$ cat src/rtl/mem_port_arbiter_if.sv
// Bundle of pipeline, host-burst and data-memory signals around mem_port_arbiter.
// slave = arbiter side, master = pipeline/host/memory side.
interface mem_port_arbiter_if #(
  parameter int vecSize      = 4,
  parameter int dataSize     = 8,
  parameter int registerSize = 16
);
  localparam int W = vecSize * dataSize;

  logic                    pipe_req;
  logic                    pipe_we;
  logic [registerSize-1:0] pipe_addr;
  logic [W-1:0]            pipe_wdata;
  logic                    pipe_stall;

  logic                    host_cmd_valid;
  logic                    host_cmd_ready;
  logic                    host_cmd_we;
  logic [registerSize-1:0] host_cmd_addr;
  logic [7:0]              host_cmd_len;
  logic                    host_wvalid;
  logic                    host_wready;
  logic [W-1:0]            host_wdata;
  logic                    host_rvalid;
  logic                    host_rready;
  logic [W-1:0]            host_rdata;
  logic                    host_done;

  logic                    mem_we;
  logic [registerSize-1:0] mem_addr;
  logic [W-1:0]            mem_wdata;
  logic [W-1:0]            mem_rdata;

  modport slave (
    input  pipe_req, pipe_we, pipe_addr, pipe_wdata,
    output pipe_stall,
    input  host_cmd_valid, host_cmd_we, host_cmd_addr, host_cmd_len,
    output host_cmd_ready,
    input  host_wvalid, host_wdata,
    output host_wready,
    input  host_rready,
    output host_rvalid, host_rdata, host_done,
    output mem_we, mem_addr, mem_wdata,
    input  mem_rdata
  );

  modport master (
    output pipe_req, pipe_we, pipe_addr, pipe_wdata,
    input  pipe_stall,
    output host_cmd_valid, host_cmd_we, host_cmd_addr, host_cmd_len,
    input  host_cmd_ready,
    output host_wvalid, host_wdata,
    input  host_wready,
    output host_rready,
    input  host_rvalid, host_rdata, host_done,
    input  mem_we, mem_addr, mem_wdata,
    output mem_rdata
  );
endinterface

$ cat src/rtl/mem_port_arbiter.sv
// Single-port vector memory arbiter: pipeline has priority, host bursts sequenced by an FSM.
// Define MEM_ARB_STARVE_GUARD_EN to force the host a slot after STARVE_LIMIT lost cycles.
module mem_port_arbiter #(
  parameter int vecSize      = 4,
  parameter int dataSize     = 8,
  parameter int registerSize = 16
`ifdef MEM_ARB_STARVE_GUARD_EN
  , parameter int STARVE_LIMIT = 8
`endif
) (
  input  logic              clk,
  input  logic              reset,
  mem_port_arbiter_if.slave bus
);
  localparam int W = vecSize * dataSize;
  localparam logic [registerSize-1:0] AddrStep = registerSize'(vecSize);

  typedef enum logic [1:0] {IDLE, WRITE, READ, DONE} state_t;

  state_t                  state;
  logic [registerSize-1:0] curAddr;
  logic [7:0]              beatsLeft;
  logic                    inFlight;
  logic                    rvalidQ;
  logic [W-1:0]            rdataQ;
  logic                    doneQ;
  logic                    cmdReadyQ;

  logic hostEligible, forceHost, hostSlot, pipeGrant;
  logic wrBeat, rdIssue, rdHs, cmdHs;

  // A host beat is eligible when it could use the memory this cycle if it won the slot.
  always_comb begin
    hostEligible = 1'b0;
    unique case (state)
      WRITE:   hostEligible = bus.host_wvalid;
      READ:    hostEligible = !inFlight && (beatsLeft != 8'd0) && (!rvalidQ || bus.host_rready);
      default: hostEligible = 1'b0;
    endcase
  end

`ifdef MEM_ARB_STARVE_GUARD_EN
  localparam int CntW = $clog2(STARVE_LIMIT + 1);
  logic [CntW-1:0] starveCnt;

  assign forceHost = hostEligible && (starveCnt == CntW'(STARVE_LIMIT));

  always_ff @(posedge clk) begin
    if (reset)                                          starveCnt <= '0;
    else if (hostEligible && bus.pipe_req && !forceHost) starveCnt <= starveCnt + CntW'(1);
    else                                                starveCnt <= '0;
  end
`else
  assign forceHost = 1'b0;
`endif

  assign hostSlot  = !bus.pipe_req || forceHost;
  assign pipeGrant = bus.pipe_req && !forceHost;
  assign wrBeat    = (state == WRITE) && bus.host_wvalid && hostSlot;
  assign rdIssue   = (state == READ) && hostEligible && hostSlot;
  assign rdHs      = rvalidQ && bus.host_rready;
  assign cmdHs     = cmdReadyQ && bus.host_cmd_valid;

  assign bus.pipe_stall     = bus.pipe_req && !pipeGrant;
  assign bus.host_wready    = (state == WRITE) && hostSlot;
  assign bus.host_cmd_ready = cmdReadyQ;
  assign bus.host_rvalid    = rvalidQ;
  assign bus.host_rdata     = rdataQ;
  assign bus.host_done      = doneQ;

  always_comb begin
    bus.mem_we    = 1'b0;
    bus.mem_addr  = '0;
    bus.mem_wdata = '0;
    if (pipeGrant) begin
      bus.mem_we    = bus.pipe_we;
      bus.mem_addr  = bus.pipe_addr;
      bus.mem_wdata = bus.pipe_wdata;
    end else if (wrBeat) begin
      bus.mem_we    = 1'b1;
      bus.mem_addr  = curAddr;
      bus.mem_wdata = bus.host_wdata;
    end else if (rdIssue) begin
      bus.mem_addr  = curAddr;
    end
  end

  always_ff @(posedge clk) begin
    if (reset) begin
      state     <= IDLE;
      curAddr   <= '0;
      beatsLeft <= '0;
      inFlight  <= 1'b0;
      rvalidQ   <= 1'b0;
      rdataQ    <= '0;
      doneQ     <= 1'b0;
      cmdReadyQ <= 1'b1;
    end else begin
      doneQ <= 1'b0;
      // Capture has priority so a same-cycle handshake never drops the new beat.
      if (inFlight) begin
        rdataQ   <= bus.mem_rdata;
        rvalidQ  <= 1'b1;
        inFlight <= 1'b0;
      end else if (rdHs) begin
        rvalidQ  <= 1'b0;
      end

      unique case (state)
        IDLE: if (cmdHs) begin
          curAddr   <= bus.host_cmd_addr;
          beatsLeft <= bus.host_cmd_len;
          cmdReadyQ <= 1'b0;
          if (bus.host_cmd_len == 8'd0) begin
            state <= DONE;
            doneQ <= 1'b1;
          end else begin
            state <= bus.host_cmd_we ? WRITE : READ;
          end
        end
        WRITE: if (wrBeat) begin
          curAddr   <= curAddr + AddrStep;
          beatsLeft <= beatsLeft - 8'd1;
          if (beatsLeft == 8'd1) begin
            state <= DONE;
            doneQ <= 1'b1;
          end
        end
        READ: begin
          if (rdIssue) begin
            inFlight  <= 1'b1;
            curAddr   <= curAddr + AddrStep;
            beatsLeft <= beatsLeft - 8'd1;
          end else if (beatsLeft == 8'd0 && !inFlight && rdHs) begin
            state <= DONE;
            doneQ <= 1'b1;
          end
        end
        DONE: begin
          state     <= IDLE;
          cmdReadyQ <= 1'b1;
        end
        default: state <= IDLE;
      endcase
    end
  end
endmodule

$ cat src/flat_wrapper.sv
// flat-port wrapper written by rule: the top's interface ports become plain ports
module mem_port_arbiter_flat 
#(
  parameter int vecSize      = 4,
  parameter int dataSize     = 8,
  parameter int registerSize = 16

)
  (clk, reset, bus_pipe_req, bus_pipe_we, bus_pipe_addr, bus_pipe_wdata, bus_pipe_stall, bus_host_cmd_valid, bus_host_cmd_we, bus_host_cmd_addr, bus_host_cmd_len, bus_host_cmd_ready, bus_host_wvalid, bus_host_wdata, bus_host_wready, bus_host_rready, bus_host_rvalid, bus_host_rdata, bus_host_done, bus_mem_we, bus_mem_addr, bus_mem_wdata, bus_mem_rdata);
  mem_port_arbiter_if #(.vecSize(vecSize), .dataSize(dataSize), .registerSize(registerSize)) bus_i ();
  input  logic clk;
  input  logic reset;
  input wire logic [$bits(bus_i.pipe_req)-1:0] bus_pipe_req;
  input wire logic [$bits(bus_i.pipe_we)-1:0] bus_pipe_we;
  input wire logic [$bits(bus_i.pipe_addr)-1:0] bus_pipe_addr;
  input wire logic [$bits(bus_i.pipe_wdata)-1:0] bus_pipe_wdata;
  output wire logic [$bits(bus_i.pipe_stall)-1:0] bus_pipe_stall;
  input wire logic [$bits(bus_i.host_cmd_valid)-1:0] bus_host_cmd_valid;
  input wire logic [$bits(bus_i.host_cmd_we)-1:0] bus_host_cmd_we;
  input wire logic [$bits(bus_i.host_cmd_addr)-1:0] bus_host_cmd_addr;
  input wire logic [$bits(bus_i.host_cmd_len)-1:0] bus_host_cmd_len;
  output wire logic [$bits(bus_i.host_cmd_ready)-1:0] bus_host_cmd_ready;
  input wire logic [$bits(bus_i.host_wvalid)-1:0] bus_host_wvalid;
  input wire logic [$bits(bus_i.host_wdata)-1:0] bus_host_wdata;
  output wire logic [$bits(bus_i.host_wready)-1:0] bus_host_wready;
  input wire logic [$bits(bus_i.host_rready)-1:0] bus_host_rready;
  output wire logic [$bits(bus_i.host_rvalid)-1:0] bus_host_rvalid;
  output wire logic [$bits(bus_i.host_rdata)-1:0] bus_host_rdata;
  output wire logic [$bits(bus_i.host_done)-1:0] bus_host_done;
  output wire logic [$bits(bus_i.mem_we)-1:0] bus_mem_we;
  output wire logic [$bits(bus_i.mem_addr)-1:0] bus_mem_addr;
  output wire logic [$bits(bus_i.mem_wdata)-1:0] bus_mem_wdata;
  input wire logic [$bits(bus_i.mem_rdata)-1:0] bus_mem_rdata;
  assign bus_i.pipe_req = bus_pipe_req;
  assign bus_i.pipe_we = bus_pipe_we;
  assign bus_i.pipe_addr = bus_pipe_addr;
  assign bus_i.pipe_wdata = bus_pipe_wdata;
  assign bus_pipe_stall = bus_i.pipe_stall;
  assign bus_i.host_cmd_valid = bus_host_cmd_valid;
  assign bus_i.host_cmd_we = bus_host_cmd_we;
  assign bus_i.host_cmd_addr = bus_host_cmd_addr;
  assign bus_i.host_cmd_len = bus_host_cmd_len;
  assign bus_host_cmd_ready = bus_i.host_cmd_ready;
  assign bus_i.host_wvalid = bus_host_wvalid;
  assign bus_i.host_wdata = bus_host_wdata;
  assign bus_host_wready = bus_i.host_wready;
  assign bus_i.host_rready = bus_host_rready;
  assign bus_host_rvalid = bus_i.host_rvalid;
  assign bus_host_rdata = bus_i.host_rdata;
  assign bus_host_done = bus_i.host_done;
  assign bus_mem_we = bus_i.mem_we;
  assign bus_mem_addr = bus_i.mem_addr;
  assign bus_mem_wdata = bus_i.mem_wdata;
  assign bus_i.mem_rdata = bus_mem_rdata;
  mem_port_arbiter #(.vecSize(vecSize), .dataSize(dataSize), .registerSize(registerSize)) u_core (.clk(clk), .reset(reset), .bus(bus_i));
endmodule
$ cat config.mk
export PLATFORM = sky130hd
export DESIGN_NAME = mem_port_arbiter_flat
export DESIGN_NICKNAME = d
export VERILOG_FILES = /design/src/rtl/mem_port_arbiter_if.sv /design/src/rtl/mem_port_arbiter.sv /design/src/flat_wrapper.sv
export SDC_FILE = /design/constraint.sdc
export NUM_CORES = 1
export LEC_CHECK = 0
export ABC_AREA = 1
export CAP_MARGIN = 20
export CELL_PAD_IN_SITES_DETAIL_PLACEMENT = 1
export CELL_PAD_IN_SITES_GLOBAL_PLACEMENT = 1
export CORE_AREA = 2 2 123 125
export DETAILED_ROUTE_END_ITERATION = 10
export DIE_AREA = 0 0 125 127
export GPL_ROUTABILITY_DRIVEN = 0
export PLACE_DENSITY = 0.91
export SYNTH_ARGS = -nofsm -noshare
export SYNTH_HDL_FRONTEND = slang
export SYNTH_SLANG_ARGS = --single-unit
$ cat constraint.sdc
create_clock -name clk -period 4.6 [get_ports clk]
set_input_delay 1.38 -clock clk [delete_from_list [all_inputs] [get_ports clk]]
set_output_delay 1.38 -clock clk [all_outputs]
set_load 0.02 [all_outputs]
==> results of run 1 <==
[registers in the layout, indices dropped and copies added, names as in the netlist]
| register | count |
|---|---|
| u_core.state | 2 |
| u_core.inFlight | 1 |
| u_core.bus.host_rdata | 32 |
| u_core.bus.host_done | 1 |
| u_core.curAddr | 16 |
| u_core.beatsLeft | 8 |
| u_core.bus.host_cmd_ready | 1 |
| u_core.bus.host_rvalid | 1 |
[metal layers]
metal	vias to the layer above	wire length, µm	GRT usage [%]	share of wire [%]
met2	196	7780	35.8	48
met5	-	0	0	0
met4	0	360	7.65	2.2
li1	2360	-	-	-
met1	2202	6590	22.8	41
met3	22	1450	7.20	8.9
[worst register-to-register path, stage by stage (launching register included)]
cell     delay (ns)
dfxtp_1        0.33
inv_1          0.12
ha_1           0.24
nand2_1        0.11
nor2_2         0.15
buf_4          0.22
o21a_1         0.47
nand2_4        0.32
nand2_1        0.16
nand2_1        0.07
nor2_1         0.08
[layout make-up]
type,count,share of cell area [%]
Timing Repair Buffer,241,36.8
Multi-Input combinational cell,461,33.7
Sequential cell,62,19.1
Clock buffer,12,3.80
Tap cell,184,3.55
Inverter,33,1.91
Clock inverter,4,1.08
Antenna cell,2,0.0772
[worst max path at each step]
stage                               start                 to  slack, ns  cells after the start
final                     bus_host_wvalid  bus_mem_wdata[24]       0.12                      6
after global routing      bus_host_rready   bus_mem_addr[14]       0.02                     11
after CTS                 bus_host_wvalid   bus_mem_wdata[2]       0.08                      6
after detailed placement  bus_host_rready    bus_mem_addr[8]      -0.15                     11
after global placement    bus_host_rready   bus_mem_addr[10]      -0.09                     11
after floorplan              bus_pipe_req   bus_mem_addr[10]       0.82                      7
[cells in the final DEF (no fill, tap or decap), types with 2 or more instances in the layout]
master           synthesis  final
a21oi_1                 13     13
a22o_1                  32     32
buf_12                   0      2
buf_4                    3     10
bufinv_16                0      2
clkbuf_1                23      2
clkbuf_16                0      9
clkdlybuf4s50_1          0    211
clkinv_2                 0      2
dfxtp_1                 62     62
diode_2                  0      2
dlygate4sd2_1            0     16
ha_1                     9      9
inv_1                   32     32
nand2_1                151    151
nand2_4                  2      2
nand3_1                 42     42
nand3b_1                 2      2
nand4_1                  7      7
nor2_1                 137    137
nor2_2                   2      2
o21a_1                   2      2
o21ai_0                 52     52
o21ai_1                  2      2
o31ai_1                  2      2
xnor2_1                  2      2
[metrics by stage]
stage | instances | worst slack (ns) | area (µm²) | hold WS [ns] | util, %
CTS | 997 | 0.0849 | 6480 | 0.464 | 44.9
global route | 999 | 0.0154 | 6480 | 0.511 | 45.0
detailed placement | 981 | -0.152 | 6180 | 0.455 | 42.8
global placement | 981 | -0.0918 | 6180 | 0.462 | 42.8
finish | 999 | 0.121 | 6480 | 0.463 | 45.0
floorplan | 590 | 0.817 | 3710 | 0.435 | -
[power by group through the flow]
stage	combinational [µW]	sequential, µW	clock [µW]
2_1_floorplan	1130	821	0
3_3_place_gp	1580	854	0
3_5_place_dp	1650	854	0
4_1_cts	1650	844	759
5_1_grt	1860	868	784
6_report	1620	846	739
[cells by family after synthesis]
logic type | count (synthesis) | share of synthesized area [%]
AND/OR/NAND/NOR | 345 | 37.6
AO/OA/AOI/OAI | 103 | 17.4
buffers and inverters | 67 | 7.75
flip-flops | 62 | 33.4
adder cells (fa/ha/maj) | 9 | 3.03
XOR/XNOR | 3 | 0.708
other | 1 | 0.101
==> impl_metrics.toml, run 1 <==
[timing]
fin_tns_setup_ns = 0
period_share_pct = 97.4
fmax_mhz = 223
worst_pin_slew_ns = 0.961
drv_slew = 0
relSlewSlack_pct = 35.9
post-route-min-period_ns = 4.48
rsz0062_at_grt = "no"
setup_viol = 0
finalHoldViolCount = 0
finClkSkew_ns = 0.00856

[worst_setup_path]
path_cells = "clkdlybuf4s50_1, nand2_1, nor2_2, buf_4, a22o_1, clkdlybuf4s50_1"
critPathKind = "primary input to output pin"
endpoint_kind = "output pin"
crit_top_cell = "clkdlybuf4s50_1"
r2r_slack_ns = 2.27
r2r_end = "u_core.curAddr[4]"
crit-reg2reg-launch = "u_core.state[1]"
path_max_fanout = 13
cp_top_family = "buffers and inverters"
r2r_cells = 10
cp.arrival_ns = 3.10
cp_slowest_stage_delay_ns = 0.61
critPathRequiredTime_ns = 3.22
path_buf_inv = 3
cp-start-kind = "primary input"
slowest_stage = "clkdlybuf4s50_1"

[logic_synthesis]
synth_warnings = 0
synth-edff-count = 0
ys_top_cells_by_count = "nand2_1, nor2_1, dfxtp_1"
netlist_area_um2 = 3710
ys_seq_area_share_pct = 33.4
synth_top_area_share_pct = 33.4
netlist_instances = 590
synthFlopType = "dfxtp_1"
yosys-top-cells-area = "dfxtp_1, nand2_1, nor2_1, a22o_1, o21ai_0"
yosys.area.top_type = "dfxtp_1"
synthArstFlopShare_pct = 0
synth_nets = 743
syn_avg_cell_area_um2 = 6.29
yosysMostFrequentCell = "nand2_1"
synth-seq-cells = 62
yosysUniqueCellTypes = 27

[floorplanning]
core_um2 = 14400
die-width_um = 125
io_pins = 230
rows = 44
fp.dieArea_um2 = 15900
initial_utilization_pct = 25.7
fp.dieH_um = 127

[clocking]
h-tree-depth = 3
clock_sinks = 62
cts_setup_buffers = 0
cts_tree = "done"
clkLatencyLatePin_ns = 0.34
cts_buffers = 9
root_buffer = "clkbuf_16"
cts-resized-gates = 16
ctsHoldBuffers = 0
clk_pin_slew_ns = 0.05
clk_path_buf_depth = 2

[final_layout]
multi_input_area_um2 = 2180
nets = 961
area_growth_pct = 74.6
fill_cells = 1823
seqCellArea_um2 = 1240
drive_above_1_share_pct = 4.18

[hold_path]
worstHoldStart = "u_core.curAddr[1]"
hp-class = "register to register"
min_delay_path_depth = 2
hold_end = "u_core.curAddr[1]"

[grt]
grt_max_degree = 35
globalRouteTotalUtil_pct = 20.4
grt_pass1_vias = 4941
antenna_found_initial = 2
grt_pass1_wl_um = 25800
gr-total-overflow = 0

[power]
p_int_uw = 1810
p_per_area_nw_per_um2 = 495
p_clk_share_pct = 23.0
combPwrFrac_pct = 50.6
leakagePower_uw = 0.00285
p_sw_share_pct = 43.7
power_switching_uw = 1400
power_frac_seq_pct = 26.4
power.total_uw = 3210
ir_worst_vdd_mv = 0.222

[outcome]
outcome = "complete, no violations"

[detailed_routing]
drtIter0Drc = 108
wl_per_cell_um = 16.2
dr.pass1.iters = 4
vias_per_cell = 4.78
drc = 0
drt_wl_total_um = 16200
vias = 4780
antenna_left = 0

[placement]
port-buffer-count = 228
dp_hpwl_um = 12800

[flow_run]
cap_violations = 0
Power figures use the tool's default switching activity.
==> run 2: changes to the inputs <==
CORE_AREA = 2 2 128 130   (was 2 2 123 125)
DIE_AREA = 0 0 130 132   (was 0 0 125 127)
PLACE_DENSITY = 0.85   (was 0.91)
clock period = 4.8 ns   (was 4.6 ns; I/O delays follow)
==> impl_metrics.toml, run 2 (synthesized netlist as in run 1, its figures left out) <==
[outcome]
outcome = "complete, no violations"

[timing]
worst_pin_slew_ns = 1.01
post-route-min-period_ns = 4.62
rsz0062_at_grt = "no"
relSlewSlack_pct = 32.8
finClkSkew_ns = 0.00690
period_share_pct = 96.3
fin_ws_ns = 0.180
finalHoldViolCount = 0
fmax_mhz = 216
drv_slew = 0
setup_viol = 0

[worst_setup_path]
cp-start-kind = "primary input"
cp.arrival_ns = 3.18
r2r_cells = 9
critPathRequiredTime_ns = 3.36
r2r_end = "u_core.curAddr[2]"
path_buf_inv = 3
crit_top_cell = "clkdlybuf4s50_1"
crit_end = "bus_mem_wdata[7]"
path_max_fanout = 34
crit-reg2reg-launch = "u_core.state[0]"
cp_top_family = "buffers and inverters"
critPathLaunch = "bus_host_wvalid"
critPathKind = "primary input to output pin"
r2r_slack_ns = 2.43
endpoint_kind = "output pin"
cp_slowest_stage_delay_ns = 0.64
slowest_stage = "clkdlybuf4s50_1"
path_depth = 6
path_cells = "clkdlybuf4s50_1, nand2_1, nor2_2, buf_12, a22o_1, clkdlybuf4s50_1"

[floorplanning]
rows = 46
die-width_um = 130
fp.dieArea_um2 = 17200
fp.dieH_um = 132
io_pins = 230
initial_utilization_pct = 23.6
core_um2 = 15700

[clocking]
cts_tree = "done"
clock_sinks = 62
clk_path_buf_depth = 2
root_buffer = "clkbuf_16"
ctsHoldBuffers = 0
h-tree-depth = 3
clk_pin_slew_ns = 0.06
cts_buffers = 9
clkLatencyLatePin_ns = 0.34

[detailed_routing]
drt_wl_total_um = 16100
vias = 4697
drtIter0Drc = 183
wl_per_cell_um = 15.7
dr.pass1.iters = 4
antenna_left = 0
drc = 0
vias_per_cell = 4.58

[grt]
antenna_found_initial = 0
grt_pass1_wl_um = 25200
grt_max_degree = 57
globalRouteTotalUtil_pct = 18.6
grt_pass1_vias = 4872
gr-total-overflow = 0

[power]
leakagePower_uw = 0.00281
power.total_uw = 2970
ir_worst_vdd_mv = 0.297
p_per_area_nw_per_um2 = 460

[final_layout]
mostFrequentLayoutCell = "clkdlybuf4s50_1"
multi_input_area_um2 = 2190
seqCellArea_um2 = 1240
fill_cells = 1971
layout_common_cells = "clkdlybuf4s50_1, nand2_1, nor2_1, dfxtp_1, o21ai_0"
area_growth_pct = 73.9
antenna_cells = 0
drive_above_1_share_pct = 3.96
final_cell_area_um2 = 6460
nets = 958
largest_reg_flops = 32

[placement]
place_worst_setup_slack_ns = -0.131
dp_hpwl_um = 12400
port-buffer-count = 228
placed_area_um2 = 6200

[flow_run]
cap_violations = 0

[hold_path]
hp-class = "register to register"
==> run 2: worst min-delay path by stage <==
stage | start | endpoint | slack (ns) | cells after the start
after floorplan | u_core.curAddr[0] | u_core.curAddr[0] | 0.43 | 2
after detailed placement | u_core.curAddr[0] | u_core.curAddr[0] | 0.48 | 2
after CTS | u_core.curAddr[0] | u_core.curAddr[0] | 0.49 | 2
after global routing | u_core.bus.host_rdata[26] | u_core.bus.host_rdata[26] | 0.53 | 2
final | u_core.curAddr[0] | u_core.curAddr[0] | 0.49 | 2
after global placement | u_core.bus.host_rdata[17] | u_core.bus.host_rdata[17] | 0.47 | 2
==> run 2: cell type report <==
| class | count | share of cell area [%] |
|---|---|---|
| Inverter | 33 | 1.92 |
| Timing Repair Buffer | 238 | 36.5 |
| Sequential cell | 62 | 19.2 |
| Clock inverter | 3 | 0.310 |
| Clock buffer | 12 | 3.97 |
| Multi-Input combinational cell | 461 | 33.9 |
| Tap cell | 216 | 4.19 |
==> run 2: metrics by stage <==
stage / setup TNS [ns] / utilization [%] / hold WS (ns) / std cells
3_5_place_dp: -1.81 / 39.4 / 0.485 / 1010
2_1_floorplan: 0 / - / 0.435 / 590
4_1_cts: 0 / 41.1 / 0.494 / 1025
6_report: 0 / 41.1 / 0.493 / 1025
3_3_place_gp: -0.857 / 39.4 / 0.475 / 1010
5_1_grt: 0 / 41.1 / 0.527 / 1025
==> run 2: worst min-delay path, cell delays in order, from the launching register on <==
cell and delay (ns):
dfxtp_1 0.32, nand2_1 0.07, a21oi_1 0.05
==> run 2: routing by layer <==
| layer | vias up | GRT usage, % | share of wire (%) |
|---|---|---|---|
| met5 | - | 0 | 0 |
| met4 | 0 | 4.42 | 1.3 |
| met3 | 16 | 8.32 | 8.7 |
| met2 | 145 | 32.6 | 49 |
| met1 | 2196 | 20.5 | 41 |
| li1 | 2340 | - | - |
==> run 2: repair_timing <==
| item | in CTS | in global routing |
|---|---|---|
| cloned | 0 | 0 |
| setup buffers | 0 | 0 |
| endpoints found under the setup margin | 16 | 16 |
| gates resized for setup | 16 | 1 |
==> run 2: report_power, final <==
part,internal [µW],leakage [µW],switching [µW]
clock network,374,0.000131,241
logic,609,0.00218,945
registers,651,0.000506,149
total,1630,0.00281,1340
==> run 3: changes to the inputs <==
TNS_END_PERCENT = 30   (was not set)
==> results of run 3 <==
Same layout as run 2: the final DEF is identical, and so are final timing and power.
